### src/rtl/wb_arbiter.sv
// -----------------------------------------------------------------------------
// wb_arbiter
//   Shares the single register-file write port between the in-order pipeline
//   writeback and a long-latency unit (mul/div). Long-latency results are
//   buffered in a 2-entry FIFO. The pipeline normally wins the port. A starve
//   counter forces one drain cycle when a buffered result has waited
//   STARVE_LIMIT cycles.
//
// Handshake (mu path): a result transfers on any rising edge where
//   mu_valid=1 and mu_ready=1. mu_ready depends only on FIFO occupancy, never
//   on mu_valid. The producer must hold rd/data stable while mu_valid=1 and
//   mu_ready=0.
//
// Ports
//   clk, rst_n        clock, asynchronous active-low reset
//   pipe_*            pipeline writeback request (valid, rd, data select)
//   pipe_stall        pipeline must hold its writeback stage this cycle
//   mu_valid/ready    long-latency result handshake
//   mu_rd, mu_data    long-latency result payload
//   rf_we/waddr/wdata registered register-file write port
//   mu_pending        at least one buffered mu result not yet written
// -----------------------------------------------------------------------------
module wb_arbiter #(
  parameter int unsigned STARVE_LIMIT = 4
) (
  input  logic        clk,
  input  logic        rst_n,
  input  logic        pipe_valid,
  input  logic [4:0]  pipe_rd,
  input  logic        pipe_mem_to_reg,
  input  logic [31:0] pipe_alu_result,
  input  logic [31:0] pipe_mem_data,
  output logic        pipe_stall,
  input  logic        mu_valid,
  output logic        mu_ready,
  input  logic [4:0]  mu_rd,
  input  logic [31:0] mu_data,
  output logic        rf_we,
  output logic [4:0]  rf_waddr,
  output logic [31:0] rf_wdata,
  output logic        mu_pending
);

  typedef enum logic {
    NORMAL      = 1'b0,
    FORCE_DRAIN = 1'b1
  } state_t;

  localparam logic [3:0] LIMIT = 4'(STARVE_LIMIT);

  state_t      state_q, state_d;
  logic [1:0]  count_q, count_d;
  logic        head_q, head_d;
  logic [3:0]  starve_q, starve_d;
  logic [4:0]  fifo_rd_q   [2];
  logic [4:0]  fifo_rd_d   [2];
  logic [31:0] fifo_data_q [2];
  logic [31:0] fifo_data_d [2];
  logic        rf_we_q, rf_we_d;
  logic [4:0]  rf_waddr_q, rf_waddr_d;
  logic [31:0] rf_wdata_q, rf_wdata_d;

  logic        mu_accept;
  logic        own_pipe;
  logic        own_fifo;
  logic        wr_idx;

  // All outputs below are functions of registered state only.
  assign mu_ready   = (count_q != 2'd2);
  assign pipe_stall = (state_q == FORCE_DRAIN);
  assign mu_pending = (count_q != 2'd0);
  assign rf_we      = rf_we_q;
  assign rf_waddr   = rf_waddr_q;
  assign rf_wdata   = rf_wdata_q;

  always_comb begin
    state_d     = state_q;
    count_d     = count_q;
    head_d      = head_q;
    starve_d    = starve_q;
    fifo_rd_d   = fifo_rd_q;
    fifo_data_d = fifo_data_q;
    rf_we_d     = 1'b0;
    rf_waddr_d  = rf_waddr_q;
    rf_wdata_d  = rf_wdata_q;
    own_pipe    = 1'b0;
    own_fifo    = 1'b0;

    mu_accept = mu_valid && (count_q != 2'd2);

    // Port ownership: the forced drain cycle ignores the pipeline entirely.
    if (state_q == FORCE_DRAIN) begin
      own_fifo = (count_q != 2'd0);
    end else if (pipe_valid) begin
      own_pipe = 1'b1;
    end else begin
      own_fifo = (count_q != 2'd0);
    end

    // x0 writes consume their source but never assert the write enable;
    // address/data only move on a real write.
    if (own_pipe && (pipe_rd != 5'd0)) begin
      rf_we_d    = 1'b1;
      rf_waddr_d = pipe_rd;
      rf_wdata_d = pipe_mem_to_reg ? pipe_mem_data : pipe_alu_result;
    end else if (own_fifo && (fifo_rd_q[head_q] != 5'd0)) begin
      rf_we_d    = 1'b1;
      rf_waddr_d = fifo_rd_q[head_q];
      rf_wdata_d = fifo_data_q[head_q];
    end

    // Tail slot is head+count; with count<2 when accepting this is always
    // the slot not holding the live head, so a simultaneous pop keeps order.
    wr_idx = head_q ^ count_q[0];
    if (mu_accept) begin
      fifo_rd_d[wr_idx]   = mu_rd;
      fifo_data_d[wr_idx] = mu_data;
    end
    if (own_fifo) begin
      head_d = ~head_q;
    end
    count_d = count_q + 2'(mu_accept) - 2'(own_fifo);

    if ((count_q == 2'd0) || own_fifo) begin
      starve_d = 4'd0;
    end else begin
      starve_d = starve_q + 4'd1;
    end

    case (state_q)
      NORMAL:      if (starve_d == LIMIT) state_d = FORCE_DRAIN;
      FORCE_DRAIN: state_d = NORMAL;
      default:     state_d = NORMAL;
    endcase
  end

  always_ff @(posedge clk or negedge rst_n) begin
    if (!rst_n) begin
      state_q     <= NORMAL;
      count_q     <= 2'd0;
      head_q      <= 1'b0;
      starve_q    <= 4'd0;
      fifo_rd_q   <= '{default: 5'd0};
      fifo_data_q <= '{default: 32'd0};
      rf_we_q     <= 1'b0;
      rf_waddr_q  <= 5'd0;
      rf_wdata_q  <= 32'd0;
    end else begin
      state_q     <= state_d;
      count_q     <= count_d;
      head_q      <= head_d;
      starve_q    <= starve_d;
      fifo_rd_q   <= fifo_rd_d;
      fifo_data_q <= fifo_data_d;
      rf_we_q     <= rf_we_d;
      rf_waddr_q  <= rf_waddr_d;
      rf_wdata_q  <= rf_wdata_d;
    end
  end

endmodule
### config.mk
export PLATFORM = sky130hd
export DESIGN_NAME = wb_arbiter
export DESIGN_NICKNAME = d
export VERILOG_FILES = /design/src/rtl/wb_arbiter.sv
export SDC_FILE = /design/constraint.sdc
export NUM_CORES = 1
export LEC_CHECK = 0
export BUFFER_PORTS_ARGS = -buffer_cell sky130_fd_sc_hd__buf_2
export CORE_ASPECT_RATIO = 1.5
export CORE_MARGIN = 10
export CORE_UTILIZATION = 40
export DETAILED_ROUTE_END_ITERATION = 12
export PLACE_DENSITY = 0.71
export SYNTH_ARGS = -nofsm -noshare
export SYNTH_HDL_FRONTEND = slang
export SYNTH_SLANG_ARGS = --single-unit
### constraint.sdc
create_clock -name clk -period 2.52 [get_ports clk]
set_input_delay 0 -clock clk [delete_from_list [all_inputs] [get_ports clk]]
set_output_delay 0 -clock clk [all_outputs]
set_load 0.005 [all_outputs]
==> results of run 1 <==
==> flip-flops by register name (all words and copies together) (netlist names), 2 cells and up <==
signal       flops
rf_wdata        32
count_q          2
starve_q         4
fifo_rd_q       10
fifo_data_q     64
rf_waddr         5
==> synth_stat cells <==
master	instances
dfrtp_1	120
mux2_2	107
nor2_1	42
mux2i_1	37
a221o_1	35
buf_2	12
nand2_1	8
inv_1	6
buf_6	5
clkbuf_1	5
xnor2_1	4
buf_4	3
ha_1	3
nand2b_1	2
nor4_1	2
xor2_1	2
a21o_1	1
a221oi_1	1
a221oi_2	1
a32o_1	1
and3_1	1
and4b_1	1
buf_1	1
nand3_1	1
nor2b_1	1
nor3_1	1
nor3b_1	1
nor4b_1	1
o21a_1	1
o21ai_0	1
o22a_1	1
==> stage by stage <==
stage	setup WS, ns	hold slack, ns	total power, mW	utilization (%)
detailed placement	0.498	0.139	6.61	47.6
finish	0.489	0.132	9.25	60.2
global route	0.366	0.141	9.77	60.1
global placement	0.532	0.118	6.46	47.6
floorplan	0.773	-0.296	5.56	-
CTS	0.493	0.120	9.31	60.1
==> layout make-up <==
type                    count  area (µm²)
multi-input cells         256        2350
diodes                      1        2.50
repair buffers            269        1940
fillers                  1051        5390
flip-flops and latches    120        3000
well taps                 162         203
inverters                   6        22.5
clock inverters             8         145
clock buffers              22         474
==> timing repair <==
item | in CTS | in global routing
hold buffers | 107 | 0
setup buffers | 0 | 0
endpoints found under the hold margin | 171 | 0
==> worst paths after layout <==
check / startpoint / endpoint / slack (ns) / cells past startpoint
worst max-delay path: head_q / rf_waddr[4] / 0.49 / 4
worst min-delay path: pipe_valid / starve_q[0] / 0.13 / 4
worst max register to register: head_q / rf_waddr[4] / 0.49 / 4
min in group asynchronous: rst_n / fifo_data_q[43] / 0.26 / 2
worst min register to register: starve_q[0] / starve_q[0] / 0.48 / 1
max in group asynchronous: rst_n / fifo_data_q[29] / 1.48 / 3
==> power groups by stage <==
| stage | clock, mW | sequential, mW | combinational, mW |
|---|---|---|---|
| 2_1_floorplan | 0 | 3.33 | 2.23 |
| 3_3_place_gp | 0 | 3.39 | 3.07 |
| 3_5_place_dp | 0 | 3.44 | 3.17 |
| 4_1_cts | 2.57 | 3.42 | 3.31 |
| 5_1_grt | 2.64 | 3.55 | 3.57 |
| 6_report | 2.52 | 3.44 | 3.29 |
==> metal layers <==
layer | up-vias | global-route usage [%]
met5 | - | 0
met1 | 2221 | 16.9
met4 | 0 | 8.96
met3 | 36 | 4.49
li1 | 2021 | -
met2 | 127 | 30.2
==> worst reg2reg max path, stage by stage (launching register included) <==
cell      delay (ns)
dfrtp_2         0.47
nor4b_1         0.17
o22a_1          0.26
nor2_4          0.74
a221oi_1        0.22
==> cell families after synthesis <==
group / after synthesis / share of synthesized area, %
simple gates: 61 / 4.73
flops: 120 / 54.3
xor+xnor: 6 / 0.951
compound gates: 42 / 7.47
fa+ha+maj: 3 / 0.679
mux: 144 / 28.5
buf+inv: 32 / 3.33
==> results_dict.tcl, run 1 <==
set metrics [dict create \
    crit_type "flop to flop" \
    synth_area_leaders "dfrtp_1, mux2_2, mux2i_1" \
    cts_buffer_depth 2 \
    end_kind "flop" \
    drt_wl_total_um 15600 \
    rsz0062_at_grt "no" \
    grt-ovfl-total 0 \
    wl_met2_um 8610 \
    layout.cells.most_common "buf_2" \
    drt-initial-drc-count 192 \
    yosysWarningCount 0 \
    worst-path-buf-inv 0 \
    critical_path.max_stage_delay_ns 0.74 \
    synthCells 408 \
    synth.top_cell.area_share_pct 54.3 \
    peakVddDrop_mv 0.445 \
    nNetsFinal 784 \
    coreArea_um2 13500 \
    tightestPinTransition_ns 0.960 \
    p_per_area_nw_per_um2 1140 \
    dr_wl_met3_um 717 \
    fin_skew_ns 0.0104 \
    grt_usage_pct 16.7 \
    cts_buffers 17 \
    period_minus_slack_ns 2.03 \
    final_area_um2 8140 \
    m1WireLength_um 5780 \
    grt_antenna_before_repair 0 \
    fmax_mhz 492 \
    dieArea_um2 19000 \
    cp_top_family "simple AND/OR/NAND/NOR gates" \
    drive_above_1_share_pct 44.3 \
    critPathSlowestCell "nor2_4" \
    cts_sinks 120 \
    start_util_pct 40.8 \
    place_inst 706 \
    hpwlAfterDp_um 10100 \
    yosysTopAreaCell "dfrtp_1" \
    clkPwrFrac_pct 27.3 \
    syn_area_per_cell_um2 13.5 \
    path_clk_slew_ns 0.05 \
    status "complete, no violations" \
    instances_no_fill 844 \
    min_period_over_period_pct 80.6 \
    hold_violations 0 \
    ant_nets 0 \
    ios 152 \
    vias_per_cell 5.22 \
    cap_viol_max_count 0 \
    yosysUniqueCellTypes 31 \
    fp.dieW_um 116 \
    leakagePower_nw 3.82 \
    syn_area_um2 5530 \
    setup_viol 0 \
    path_cells "nor4b_1 -> o22a_1 -> nor2_4 -> a221oi_1" \
    pwr-share-comb_pct 35.5 \
    finalSetupTns_ns 0 \
    firstDrtPassIters 4 \
    worstHoldPathType "input pin to flop" \
    ys_ff_latch 120 \
    h-tree-depth 4 \
    port_buffers 151 \
    cp.arrival_ns 2.26 \
    crit_fanout 34 \
    cts_tree "built" \
    p_int_mw 6.54 \
    sw_frac_of_total_pct 29.4 \
    cts_root_buffer "clkbuf_16" \
    seq_area_frac_synth_pct 54.3 \
    syn2layout_area_growth_pct 47.3 \
    grt_pass1_wl_um 25100 \
    grt_max_degree 63 \
    placed_cell_area_um2 6450 \
    synth_nets 522 \
    rows 52 \
    relSlewSlack_pct 35.8 \
    vias 4405 \
    cp.required_ns 2.74 \
    routed.top_layer "met4" \
    p_switching_mw 2.72 \
    wl_per_cell_um 18.5 \
    die_y_um 164 \
    cts_resized 0 \
    gp_congestion 0.767 \
    worstSkewPairLatency_ns 0.40 \
    mostFrequentLayoutCells "buf_2, dfrtp_1, mux2_2, dlygate4sd3_1, nor2_1" \
    drc_errors 0 \
    seqPwrFrac_pct 37.2 \
    start_kind "flop" \
    drv_slew 0 \
    grt_pass1_vias 5066 \
]
Power figures use the tool's default switching activity.
==> inputs of run 2 (changes only) <==
- clock period: 2.52 -> 1.9 ns (I/O delays scaled with it)
==> results_dict.tcl, run 2 (same netlist as run 1, synthesis figures left out) <==
set metrics [dict create \
    dp_slack_ns -0.108 \
    peakVddDrop_mv 0.637 \
    p_per_area_nw_per_um2 1500 \
    gp_congestion 0.772 \
    drc_errors 0 \
    fp.dieW_um 116 \
    hpwlAfterDp_um 10200 \
    worstHoldPathType "input pin to flop" \
    mostFrequentLayoutCells "buf_2, dfrtp_1, mux2_2" \
    drt-initial-drc-count 194 \
    layout.cells.most_common "buf_2" \
    period_minus_slack_ns 1.82 \
    setup_ws_ns 0.0847 \
    cts_tree "built" \
    grt-ovfl-total 0 \
    cts_buffer_depth 2 \
    h-tree-depth 4 \
    drive_above_1_share_pct 45.7 \
    crit_type "flop to flop" \
    nNetsFinal 784 \
    ios 152 \
    fin_skew_ns 0.00822 \
    rows 52 \
    crit_fanout 17 \
    start_kind "flop" \
    cts_sinks 120 \
    finalSetupTns_ns 0 \
    syn2layout_area_growth_pct 47.3 \
    worstSkewPairLatency_ns 0.41 \
    cts_buffers 17 \
    relSlewSlack_pct 56.4 \
    largest_reg_flops 64 \
    r2r_cells 6 \
    die_y_um 164 \
    dieArea_um2 19000 \
    end_kind "flop" \
    cp.required_ns 2.24 \
    cp.arrival_ns 2.16 \
    drt_wl_total_um 16100 \
    firstDrtPassIters 4 \
    regMostFlops "fifo_data_q" \
    grt_pass1_vias 5122 \
    fmax_mhz 551 \
    setup_viol 0 \
    wl_per_cell_um 19.1 \
    grt_antenna_before_repair 0 \
    ant_nets 0 \
    start_util_pct 40.8 \
    status "complete, no violations" \
    grt_pass1_wl_um 25700 \
    port_buffers 151 \
    vias 4435 \
    grt_max_degree 121 \
    path_clk_slew_ns 0.06 \
    hold_violations 0 \
    grt_usage_pct 17.3 \
    final_area_um2 8140 \
    min_period_over_period_pct 95.5 \
    drv_slew 0 \
    cap_viol_max_count 0 \
    power.total_mw 12.2 \
    whs_path_depth 4 \
    cts_root_buffer "clkbuf_16" \
    coreArea_um2 13500 \
    tightestPinTransition_ns 0.654 \
    leakagePower_nw 3.81 \
    vias_per_cell 5.24 \
    placed_cell_area_um2 6520 \
]
run 2: cell count changes in the layout (fill, tap and decap cells not counted), moves of 2 or more:
cell,delta
clkinvlp_4,+2
dlygate4sd3_1,-6
clkbuf_8,-3
buf_12,+4
bufinv_16,-2
clkinv_2,+2
run 2: timing repair:
| action | 4_1_cts | 5_1_grt |
|---|---|---|
| endpoints found under the hold margin | 228 | 0 |
| endpoints found under the setup margin | 33 | 20 |
| cloned | 1 | 0 |
| pin swaps | 0 | 0 |
| gates resized for setup | 3 | 3 |
| hold buffers | 101 | 0 |
| buffers inserted | 0 | 1 |
run 2: final timing paths:
kind | end | slack, ns | startpoint
worst max-delay path | rf_wdata[29] | 0.08 | head_q
worst min-delay path | rf_wdata[22] | 0.03 | pipe_alu_result[22]
worst max register to register | rf_wdata[29] | 0.08 | head_q
worst min register to register | fifo_data_q[21] | 0.50 | fifo_data_q[21]
max in group asynchronous | head_q | 1.14 | rst_n
min in group asynchronous | fifo_data_q[11] | 0.21 | rst_n
run 2: per-layer routing:
| metal | vias to the layer above | share of wire (%) | GRT usage, % | wire [µm] |
|---|---|---|---|---|
| met5 | - | 0 | 0 | 0 |
| met4 | 0 | 3.1 | 8.96 | 501 |
| met3 | 38 | 4.5 | 4.09 | 722 |
| met2 | 137 | 55 | 30.9 | 8830 |
| met1 | 2218 | 38 | 18.3 | 6060 |
| li1 | 2042 | - | - | - |
run 2: worst max-delay path, stage by stage (launching register included):
cell     delay [ns]
dfrtp_2        0.40
buf_4          0.18
nor3_1         0.07
o22a_2         0.25
buf_12         0.15
nor2_4         0.46
a221o_1        0.24
run 2: power breakdown:
group / internal, mW / switching (mW)
Combinational: 2.65 / 1.91
Sequential: 3.85 / 0.714
Clock: 1.92 / 1.14
run 2: final cells by class:
cell class	instances	area, µm²
well taps	162	203
repair buffers	268	1970
inverters	6	22.5
diodes	1	2.50
multi-input cells	257	2370
flip-flops and latches	120	3000
fillers	1086	5390
clock inverters	12	128
clock buffers	20	437
run 2: per-stage QoR:
stage	hold slack, ns	cells	utilization [%]
after floorplan	-0.296	408	-
after global placement	0.125	710	48.1
after detailed placement	0.154	710	48.1
after CTS	0.0175	844	59.9
after global routing	0.0313	845	60.1
final	0.0299	846	60.1
